File: src/rtl/mem_bus_pkg.sv
// Shared types and sizing helpers for the memory bus arbiter.
// Imported by the interface, the winner-select logic and the top.
package mem_bus_pkg;

    typedef enum logic [1:0] {
        IDLE,
        ACCESS,
        RESP
    } arb_state_t;

    function automatic int bytes_of(input int width);
        return width / 8;
    endfunction

    // Always at least one bit, so single-value counters and indices stay legal.
    function automatic int idx_width(input int count);
        return (count > 1) ? $clog2(count) : 1;
    endfunction

endpackage

File: src/rtl/mem_bus_arbiter_if.sv
// Request/ack channels of all masters plus the shared memory_bus strobes.
// The slave modport is the arbiter; the master modport is the requesters and the memory.
interface mem_bus_arbiter_if #(
    parameter int WIDTH       = 32,
    parameter int NUM_MASTERS = 2
);
    localparam int BYTES = mem_bus_pkg::bytes_of(WIDTH);

    logic [NUM_MASTERS-1:0]       m_req;
    logic [NUM_MASTERS-1:0]       m_we;
    logic [NUM_MASTERS*WIDTH-1:0] m_addr;
    logic [NUM_MASTERS*WIDTH-1:0] m_wdata;
    logic [NUM_MASTERS*BYTES-1:0] m_byteen;
    logic [NUM_MASTERS-1:0]       m_ack;
    logic [WIDTH-1:0]             m_rdata;

    logic                         bus_mem_read;
    logic                         bus_mem_write;
    logic [WIDTH-1:0]             bus_addr;
    logic [WIDTH-1:0]             bus_wdata;
    logic [BYTES-1:0]             bus_byteen;
    logic [WIDTH-1:0]             bus_rdata;

    modport slave (
        input  m_req, m_we, m_addr, m_wdata, m_byteen, bus_rdata,
        output m_ack, m_rdata, bus_mem_read, bus_mem_write, bus_addr, bus_wdata, bus_byteen
    );

    modport master (
        output m_req, m_we, m_addr, m_wdata, m_byteen, bus_rdata,
        input  m_ack, m_rdata, bus_mem_read, bus_mem_write, bus_addr, bus_wdata, bus_byteen
    );

endinterface

File: src/rtl/rr_arbiter.sv
// Combinational winner select: round-robin from last_grant+1 by default,
// plain lowest-index priority encoder when ARB_FIXED_PRIORITY_EN is defined.
module rr_arbiter
    import mem_bus_pkg::*;
#(
    parameter int NUM_MASTERS = 2,
    parameter int IDX_W       = idx_width(NUM_MASTERS)
) (
    input  logic [NUM_MASTERS-1:0] req,
`ifndef ARB_FIXED_PRIORITY_EN
    input  logic [IDX_W-1:0]       last_grant,
`endif
    output logic [NUM_MASTERS-1:0] grant,
    output logic [IDX_W-1:0]       grant_idx,
    output logic                   valid
);

    logic             found;
    logic [IDX_W-1:0] cand;

    // Scan candidates in priority order; the first requester seen wins.
    always_comb begin
        grant     = '0;
        grant_idx = '0;
        found     = 1'b0;
        cand      = '0;
        for (int k = 0; k < NUM_MASTERS; k++) begin
`ifdef ARB_FIXED_PRIORITY_EN
            cand = IDX_W'(k);
`else
            cand = IDX_W'((int'(last_grant) + 1 + k) % NUM_MASTERS);
`endif
            if (!found && req[cand]) begin
                found           = 1'b1;
                grant_idx       = cand;
                grant[cand]     = 1'b1;
            end
        end
    end

    assign valid = |req;

endmodule

File: src/rtl/mem_bus_arbiter.sv
// N-master memory bus arbiter: one transaction at a time, strobe then one-cycle ack.
// Define ARB_FIXED_PRIORITY_EN for fixed lowest-index priority instead of round-robin.
module mem_bus_arbiter
    import mem_bus_pkg::*;
#(
    parameter int WIDTH        = 32,
    parameter int NUM_MASTERS  = 2,
    parameter int READ_LATENCY = 1
) (
    input  logic             clock,
    input  logic             reset,
    mem_bus_arbiter_if.slave bus,
    output logic             busy
);

    localparam int BYTES = bytes_of(WIDTH);
    localparam int IDX_W = idx_width(NUM_MASTERS);
    localparam int CNT_W = idx_width(READ_LATENCY);

    arb_state_t             state;
    arb_state_t             next_state;
    logic [CNT_W-1:0]       cnt;
    logic [NUM_MASTERS-1:0] grant_q;
    logic                   we_q;
    logic                   first_q;
    logic [WIDTH-1:0]       addr_q;
    logic [WIDTH-1:0]       wdata_q;
    logic [BYTES-1:0]       byteen_q;
    logic [WIDTH-1:0]       rdata_q;

    logic [NUM_MASTERS-1:0] win_onehot;
    logic [IDX_W-1:0]       win_idx;
    logic                   win_valid;
    logic                   take;

`ifndef ARB_FIXED_PRIORITY_EN
    logic [IDX_W-1:0]       last_grant;
`endif

    rr_arbiter #(
        .NUM_MASTERS (NUM_MASTERS),
        .IDX_W       (IDX_W)
    ) u_rr_arbiter (
        .req        (bus.m_req),
`ifndef ARB_FIXED_PRIORITY_EN
        .last_grant (last_grant),
`endif
        .grant      (win_onehot),
        .grant_idx  (win_idx),
        .valid      (win_valid)
    );

    assign take = (state == IDLE) && win_valid;

    always_ff @(posedge clock) begin
        if (reset) begin
            state <= IDLE;
        end else begin
            state <= next_state;
        end
    end

    always_comb begin
        next_state = state;
        case (state)
            IDLE:    if (win_valid) next_state = ACCESS;
            ACCESS:  if (cnt == '0) next_state = RESP;
            RESP:    next_state = IDLE;
            default: next_state = IDLE;
        endcase
    end

    // Grant-time snapshot of the winner's request; later input changes are ignored.
    always_ff @(posedge clock) begin
        if (reset) begin
            cnt      <= '0;
            grant_q  <= '0;
            we_q     <= 1'b0;
            first_q  <= 1'b0;
            addr_q   <= '0;
            wdata_q  <= '0;
            byteen_q <= '0;
            rdata_q  <= '0;
        end else if (take) begin
            cnt      <= CNT_W'(READ_LATENCY - 1);
            grant_q  <= win_onehot;
            we_q     <= bus.m_we[win_idx];
            first_q  <= 1'b1;
            addr_q   <= bus.m_addr[win_idx*WIDTH +: WIDTH];
            wdata_q  <= bus.m_wdata[win_idx*WIDTH +: WIDTH];
            byteen_q <= bus.m_byteen[win_idx*BYTES +: BYTES];
            rdata_q  <= '0;
        end else if (state == ACCESS) begin
            first_q <= 1'b0;
            if (cnt == '0) begin
                if (!we_q) rdata_q <= bus.bus_rdata;
            end else begin
                cnt <= cnt - 1'b1;
            end
        end
    end

`ifndef ARB_FIXED_PRIORITY_EN
    // Reset value makes master 0 the first candidate searched.
    always_ff @(posedge clock) begin
        if (reset) begin
            last_grant <= IDX_W'(NUM_MASTERS - 1);
        end else if (take) begin
            last_grant <= win_idx;
        end
    end
`endif

    always_comb begin
        bus.m_ack         = '0;
        bus.m_rdata       = '0;
        bus.bus_mem_read  = 1'b0;
        bus.bus_mem_write = 1'b0;
        bus.bus_addr      = '0;
        bus.bus_wdata     = '0;
        bus.bus_byteen    = '0;
        busy              = (state != IDLE);
        case (state)
            ACCESS: begin
                bus.bus_addr      = addr_q;
                bus.bus_wdata     = wdata_q;
                bus.bus_byteen    = byteen_q;
                bus.bus_mem_read  = first_q && !we_q;
                bus.bus_mem_write = first_q && we_q;
            end
            RESP: begin
                bus.m_ack   = grant_q;
                bus.m_rdata = rdata_q;
            end
            default: ;
        endcase
    end

endmodule

File: src/flat_wrapper.sv
// flat-port wrapper written by rule: the top's interface ports become plain ports
module mem_bus_arbiter_flat import mem_bus_pkg::*;
#(
    parameter int WIDTH        = 32,
    parameter int NUM_MASTERS  = 2,
    parameter int READ_LATENCY = 1
)
  (clock, reset, busy, bus_m_req, bus_m_we, bus_m_addr, bus_m_wdata, bus_m_byteen, bus_bus_rdata, bus_m_ack, bus_m_rdata, bus_bus_mem_read, bus_bus_mem_write, bus_bus_addr, bus_bus_wdata, bus_bus_byteen);
  mem_bus_arbiter_if #(.WIDTH(WIDTH), .NUM_MASTERS(NUM_MASTERS)) bus_i ();
  input  logic clock;
  input  logic reset;
  output logic busy;
  input wire logic [$bits(bus_i.m_req)-1:0] bus_m_req;
  input wire logic [$bits(bus_i.m_we)-1:0] bus_m_we;
  input wire logic [$bits(bus_i.m_addr)-1:0] bus_m_addr;
  input wire logic [$bits(bus_i.m_wdata)-1:0] bus_m_wdata;
  input wire logic [$bits(bus_i.m_byteen)-1:0] bus_m_byteen;
  input wire logic [$bits(bus_i.bus_rdata)-1:0] bus_bus_rdata;
  output wire logic [$bits(bus_i.m_ack)-1:0] bus_m_ack;
  output wire logic [$bits(bus_i.m_rdata)-1:0] bus_m_rdata;
  output wire logic [$bits(bus_i.bus_mem_read)-1:0] bus_bus_mem_read;
  output wire logic [$bits(bus_i.bus_mem_write)-1:0] bus_bus_mem_write;
  output wire logic [$bits(bus_i.bus_addr)-1:0] bus_bus_addr;
  output wire logic [$bits(bus_i.bus_wdata)-1:0] bus_bus_wdata;
  output wire logic [$bits(bus_i.bus_byteen)-1:0] bus_bus_byteen;
  assign bus_i.m_req = bus_m_req;
  assign bus_i.m_we = bus_m_we;
  assign bus_i.m_addr = bus_m_addr;
  assign bus_i.m_wdata = bus_m_wdata;
  assign bus_i.m_byteen = bus_m_byteen;
  assign bus_i.bus_rdata = bus_bus_rdata;
  assign bus_m_ack = bus_i.m_ack;
  assign bus_m_rdata = bus_i.m_rdata;
  assign bus_bus_mem_read = bus_i.bus_mem_read;
  assign bus_bus_mem_write = bus_i.bus_mem_write;
  assign bus_bus_addr = bus_i.bus_addr;
  assign bus_bus_wdata = bus_i.bus_wdata;
  assign bus_bus_byteen = bus_i.bus_byteen;
  mem_bus_arbiter #(.WIDTH(WIDTH), .NUM_MASTERS(NUM_MASTERS), .READ_LATENCY(READ_LATENCY)) u_core (.clock(clock), .reset(reset), .bus(bus_i), .busy(busy));
endmodule
File: config.mk
export PLATFORM = sky130hd
export DESIGN_NAME = mem_bus_arbiter_flat
export DESIGN_NICKNAME = d
export VERILOG_FILES = /design/src/rtl/mem_bus_pkg.sv /design/src/rtl/mem_bus_arbiter_if.sv /design/src/rtl/rr_arbiter.sv /design/src/rtl/mem_bus_arbiter.sv /design/src/flat_wrapper.sv
export SDC_FILE = /design/constraint.sdc
export NUM_CORES = 1
export LEC_CHECK = 0
export CAP_MARGIN = 20
export CORE_ASPECT_RATIO = 2
export CORE_MARGIN = 3
export CORE_UTILIZATION = 40
export CTS_CLUSTER_SIZE = 8
export DETAILED_ROUTE_END_ITERATION = 8
export PLACE_DENSITY_LB_ADDON = 0.05
export SLEW_MARGIN = 20
export SYNTH_ARGS = -nofsm -noshare
export SYNTH_HDL_FRONTEND = slang
export SYNTH_SLANG_ARGS = --single-unit
File: constraint.sdc
create_clock -name clock -period 1.5 [get_ports clock]
set_input_delay 0.225 -clock clock [delete_from_list [all_inputs] [get_ports clock]]
set_output_delay 0.225 -clock clock [all_outputs]
set_load 0.005 [all_outputs]
# == Word level (Yosys, flattened, before mapping) ==
# Cells that the tools add are included.
# word_totals
regBits,108
in_bits,174
word_cells,71
# classes
add_sub_neg,3
magnitude_cmp,5
eq_ne,4
shifts,3
mux,28
bitwise_logic,3
reduce_logical,15
# ops
op,count
$shiftx 64x7->32,2
$mux 32,3
$mux 1,16
$mux 2,5
$shiftx 8x4->4,1
$logic_and 1x1->1,6
$lt 1x2->1 const B,3
$mux 4,1
$pmux 2 s2,1
$reduce_bool 2->1,2
$reduce_or 2->1,2
$reduce_and 3->1,1
$add 1x1->1 const B,2
$demux 1 s1,2
$eq 2x1->1 const B,1
$eq 2x2->1 const B,1
$ge 1x1->1 const B,2
$logic_not 1->1,2
$logic_not 2->1,1
$ne 2x1->1 const B,1
$ne 2x2->1 const B,1
$not 1->1,2
$or 2x2->2,1
$reduce_and 2->1,1
$sub 1x1->1 const B,1

# == Longest topological paths before layout ==
# logic_depth
ltp_word,9
depth_mapped,6

# == Hierarchy ==
# Synthesis repeated with hierarchy kept, for this count alone.
# hier_totals
cells_unflattened,510
hier_area_um2,4874.7
# modules_own_cells
mod,n_inst,cells_per_inst,area_each_um2
mem_bus_arbiter,1,505,4842.1
rr_arbiter,1,5,32.5

# == Worst setup path after synthesis ==
# Ideal clock, no wire load.
# synth_timing
path_kind,reg-to-output
from,reg u_core.state[1]
to,out bus_bus_byteen[0]
t_arrival_ns,1.125
required_time_ns,1.275
slack_ns,0.150
path_stages_with_launch,5
n_path_buf,2
path_cell_list,dfxtp_1 and2b_1 clkbuf_2 clkbuf_1 and2_1
# synth_between
elab_chain_len,2
# synth_rtl
item,line_no,rtl
start: declaration,mem_bus_arbiter.sv:20,arb_state_t state;
start signal: assignment,mem_bus_arbiter.sv:59,state <= next_state;
$eq 2x1->1,mem_bus_arbiter.sv:123,case (state)
$mux 4,mem_bus_arbiter.sv:123,
end: declaration,flat_wrapper.sv:25,output wire logic [$bits(bus_i.bus_byteen)-1:0] bus_bus_byteen;
# Every way passes these cells.

# == Worst setup path after layout ==
# layout_timing
from,reg u_core.state[1]
to,out bus_m_rdata[0]
# layout_between
elab_chain_len,2
# layout_rtl
item,line_no,rtl
$eq 2x2->1,mem_bus_arbiter.sv:123,
$mux 32,mem_bus_arbiter.sv:123,
end: declaration,flat_wrapper.sv:20,output wire logic [$bits(bus_i.m_rdata)-1:0] bus_m_rdata;
# Every way passes these cells.

==> flow_summary.ini <==
[run_status]
status = complete, but fails checks
violations = negative setup slack

[clock_tree]
ctsHoldBuffers = 0
clk_pin_slew_ns = 0.07
clock_path_buffers = 2
cts.sinks = 107
h-tree-depth = 3
clk_latency_ns = 0.35
numCtsBuffers = 9
root_buffer = clkbuf_16
cts_tree = yes

[floorplan]
dieArea_um2 = 14800
start_util = 0.416
core_um2 = 12800
die-height_um = 169
fp-row-count = 58
num_io_pins = 279
die_x_um = 87.5

[placement]
place_area_um2 = 8340
dp.cells = 1069
dp_hpwl_mm = 13.6
numPortBuffers = 278
place_ws_ns = -0.288
gp_congestion = 0.778

[routing]
finalWirelength_mm = 24.9
drc = 0
drt_iter0_drc = 291
drt.antenna.violating_nets = 0
wl_per_cell_um = 21.8
viasPerCell = 5.61
via_count = 6402
drt_first_pass_iters = 7

[global_route]
first_global_vias = 6169
antenna_found_initial = 0
grt_first_pass_wirelength_mm = 31.3
grt_max_degree = 40
grt_overflow = 0
track_usage = 0.267

[pwr]
power_leakage_uw = 0.00417
irDropWorstVdd_mv = 0.650
p_per_area_nw_per_um2 = 845

[yosys]
ys_types = 31
synth_top_area_cell = dfxtp_1
yosysSeqAreaShare = 0.404
postSynthAreaPerCell_um2 = 7.84
syn_nets = 851
synthCells = 677
synthDominantCellAreaShare = 0.404
synth-seq-cells = 107
syn_area_um2 = 5310
yosysWarnings = 0
synth_area_leaders = dfxtp_1 40%, nand2_1 14%, and2_1 12%

[sta]
slew_headroom = 0.735
hold_violations = 0
rsz0062_at_grt = yes
setup_viol_count_final = 139
period_minus_slack_ns = 1.96
max_freq_mhz = 511
skew_ns = 0.0117
tightest_slew_ns = 0.398
fin_ws_ns = -0.459
whs_ns = 0.214
period_share = 1.31
slew_violations = 0
fin_setup_tns_ns = -34.25

[final_layout]
synthToLayoutAreaGrowth_pct = 90.6
nets = 1160
final_common_cell = nand2_1
final_cell_mix = 174 x nand2_1, 172 x clkdlybuf4s50_1, 105 x dfxtp_1, 105 x buf_6, 83 x and2_4
nFillCells = 849
fin_area_um2 = 10100
stdcell_count = 1142
final_layout_size_suffix_gt1_frac = 0.378

[critical_path]
critPathLaunchType = flop
crit_chain = buf_6 -> nor2b_4 -> buf_6 -> buf_12 -> buf_16 -> buf_6 -> and2_4 -> buf_6
crit_family = buffers and inverters
worstPathRequired_ns = 1.27
critical-path-slowest-cell = dfxtp_2
critPathMostFrequentCell = buf_6
critPathMaxFanout = 6
slowest_delay_ns = 0.36
cp_data_arrival_time_ns = 1.73
path_buf_inv = 6
end_kind = primary output
critical_path_class = reg2out

[min_path]
worst_hold_path_type = in2reg

[job]
drv_cap = 0
==> cells by family after synthesis <==
family / synth area share
AND/OR/NAND/NOR: 0.286
flip-flops: 0.404
buffers and inverters: 0.0705
AO/OA/AOI/OAI: 0.240
==> stage by stage <==
stage                     power (µW)  utilization
after floorplan                 4220            -
after global placement          5170        0.653
after detailed placement        5230        0.653
after CTS                       7910        0.697
after global routing            8860        0.792
final                           8550        0.792
==> worst paths after layout <==
kind / start / to / slack (ns) / depth (start not counted)
min: reset / u_core.wdata_q[16] / 0.21 / 2
max reg2reg: u_core.state[1] / u_core.rdata_q[0] / -0.18 / 7
min reg2reg: u_core.rdata_q[21] / u_core.rdata_q[21] / 0.48 / 2
max: u_core.state[1] / bus_m_rdata[0] / -0.46 / 8
==> routing by layer <==
| metal | global-route usage | vias to the layer above | wire length [µm] |
|---|---|---|---|
| li1 | - | 2935 | - |
| met1 | 0.281 | 3060 | 7940 |
| met2 | 0.495 | 317 | 13700 |
| met3 | 0.0546 | 90 | 1530 |
| met4 | 0.112 | 0 | 1690 |
| met5 | 0 | - | 0 |
==> synthesized netlist by cell type (all sizes together) <==
cell type	instances
nor2	7
dfxtp	107
clkbuf	18
and2	103
nand2b	2
a21bo	1
nand3	1
a21oi	103
a311oi	69
nor3b	1
or3b	2
a211o	1
or2	1
a32oi	1
nor2b	1
a21o	1
a21boi	1
buf	48
inv	1
and3	1
and2b	1
o21ai	1
nand2	205
==> report_power, final <==
part	internal, µW	switching [µW]	total, µW	leakage [µW]
sequential	3100	171	3270	0.000883
combinational	1460	1190	2650	0.00313
clock	1490	1130	2630	0.000159
==> registers in the layout, summed over array words and instances, names as in the netlist, named ones only <==
register,flops
u_core.addr_q,32
u_core.rdata_q,32
u_core.wdata_q,32
u_core.byteen_q,4
u_core.grant_q,2
u_core.state,2
u_core.first_q,1
u_core.we_q,1
==> repair_timing <==
item                       4_1_cts  5_1_grt
setup endpoints to repair      139      152
pin swaps                       25      105
resized for setup              322      344
gates cloned                     5       15
setup buffers                   19       24
==> area by class of cell <==
class / instances / area [µm²] / share of cell area
clock buffer: 10 / 229 / 0.0226
antenna: 1 / 2.50 / 0.000247
clock inverter: 6 / 97.6 / 0.00965
timing repair buffer: 363 / 4060 / 0.402
tap: 150 / 188 / 0.0186
sequential: 107 / 2140 / 0.212
multi-input combinational: 504 / 3390 / 0.335
inverter: 1 / 3.75 / 0.000371
No activity file was read; power rests on OpenSTA's default activity.
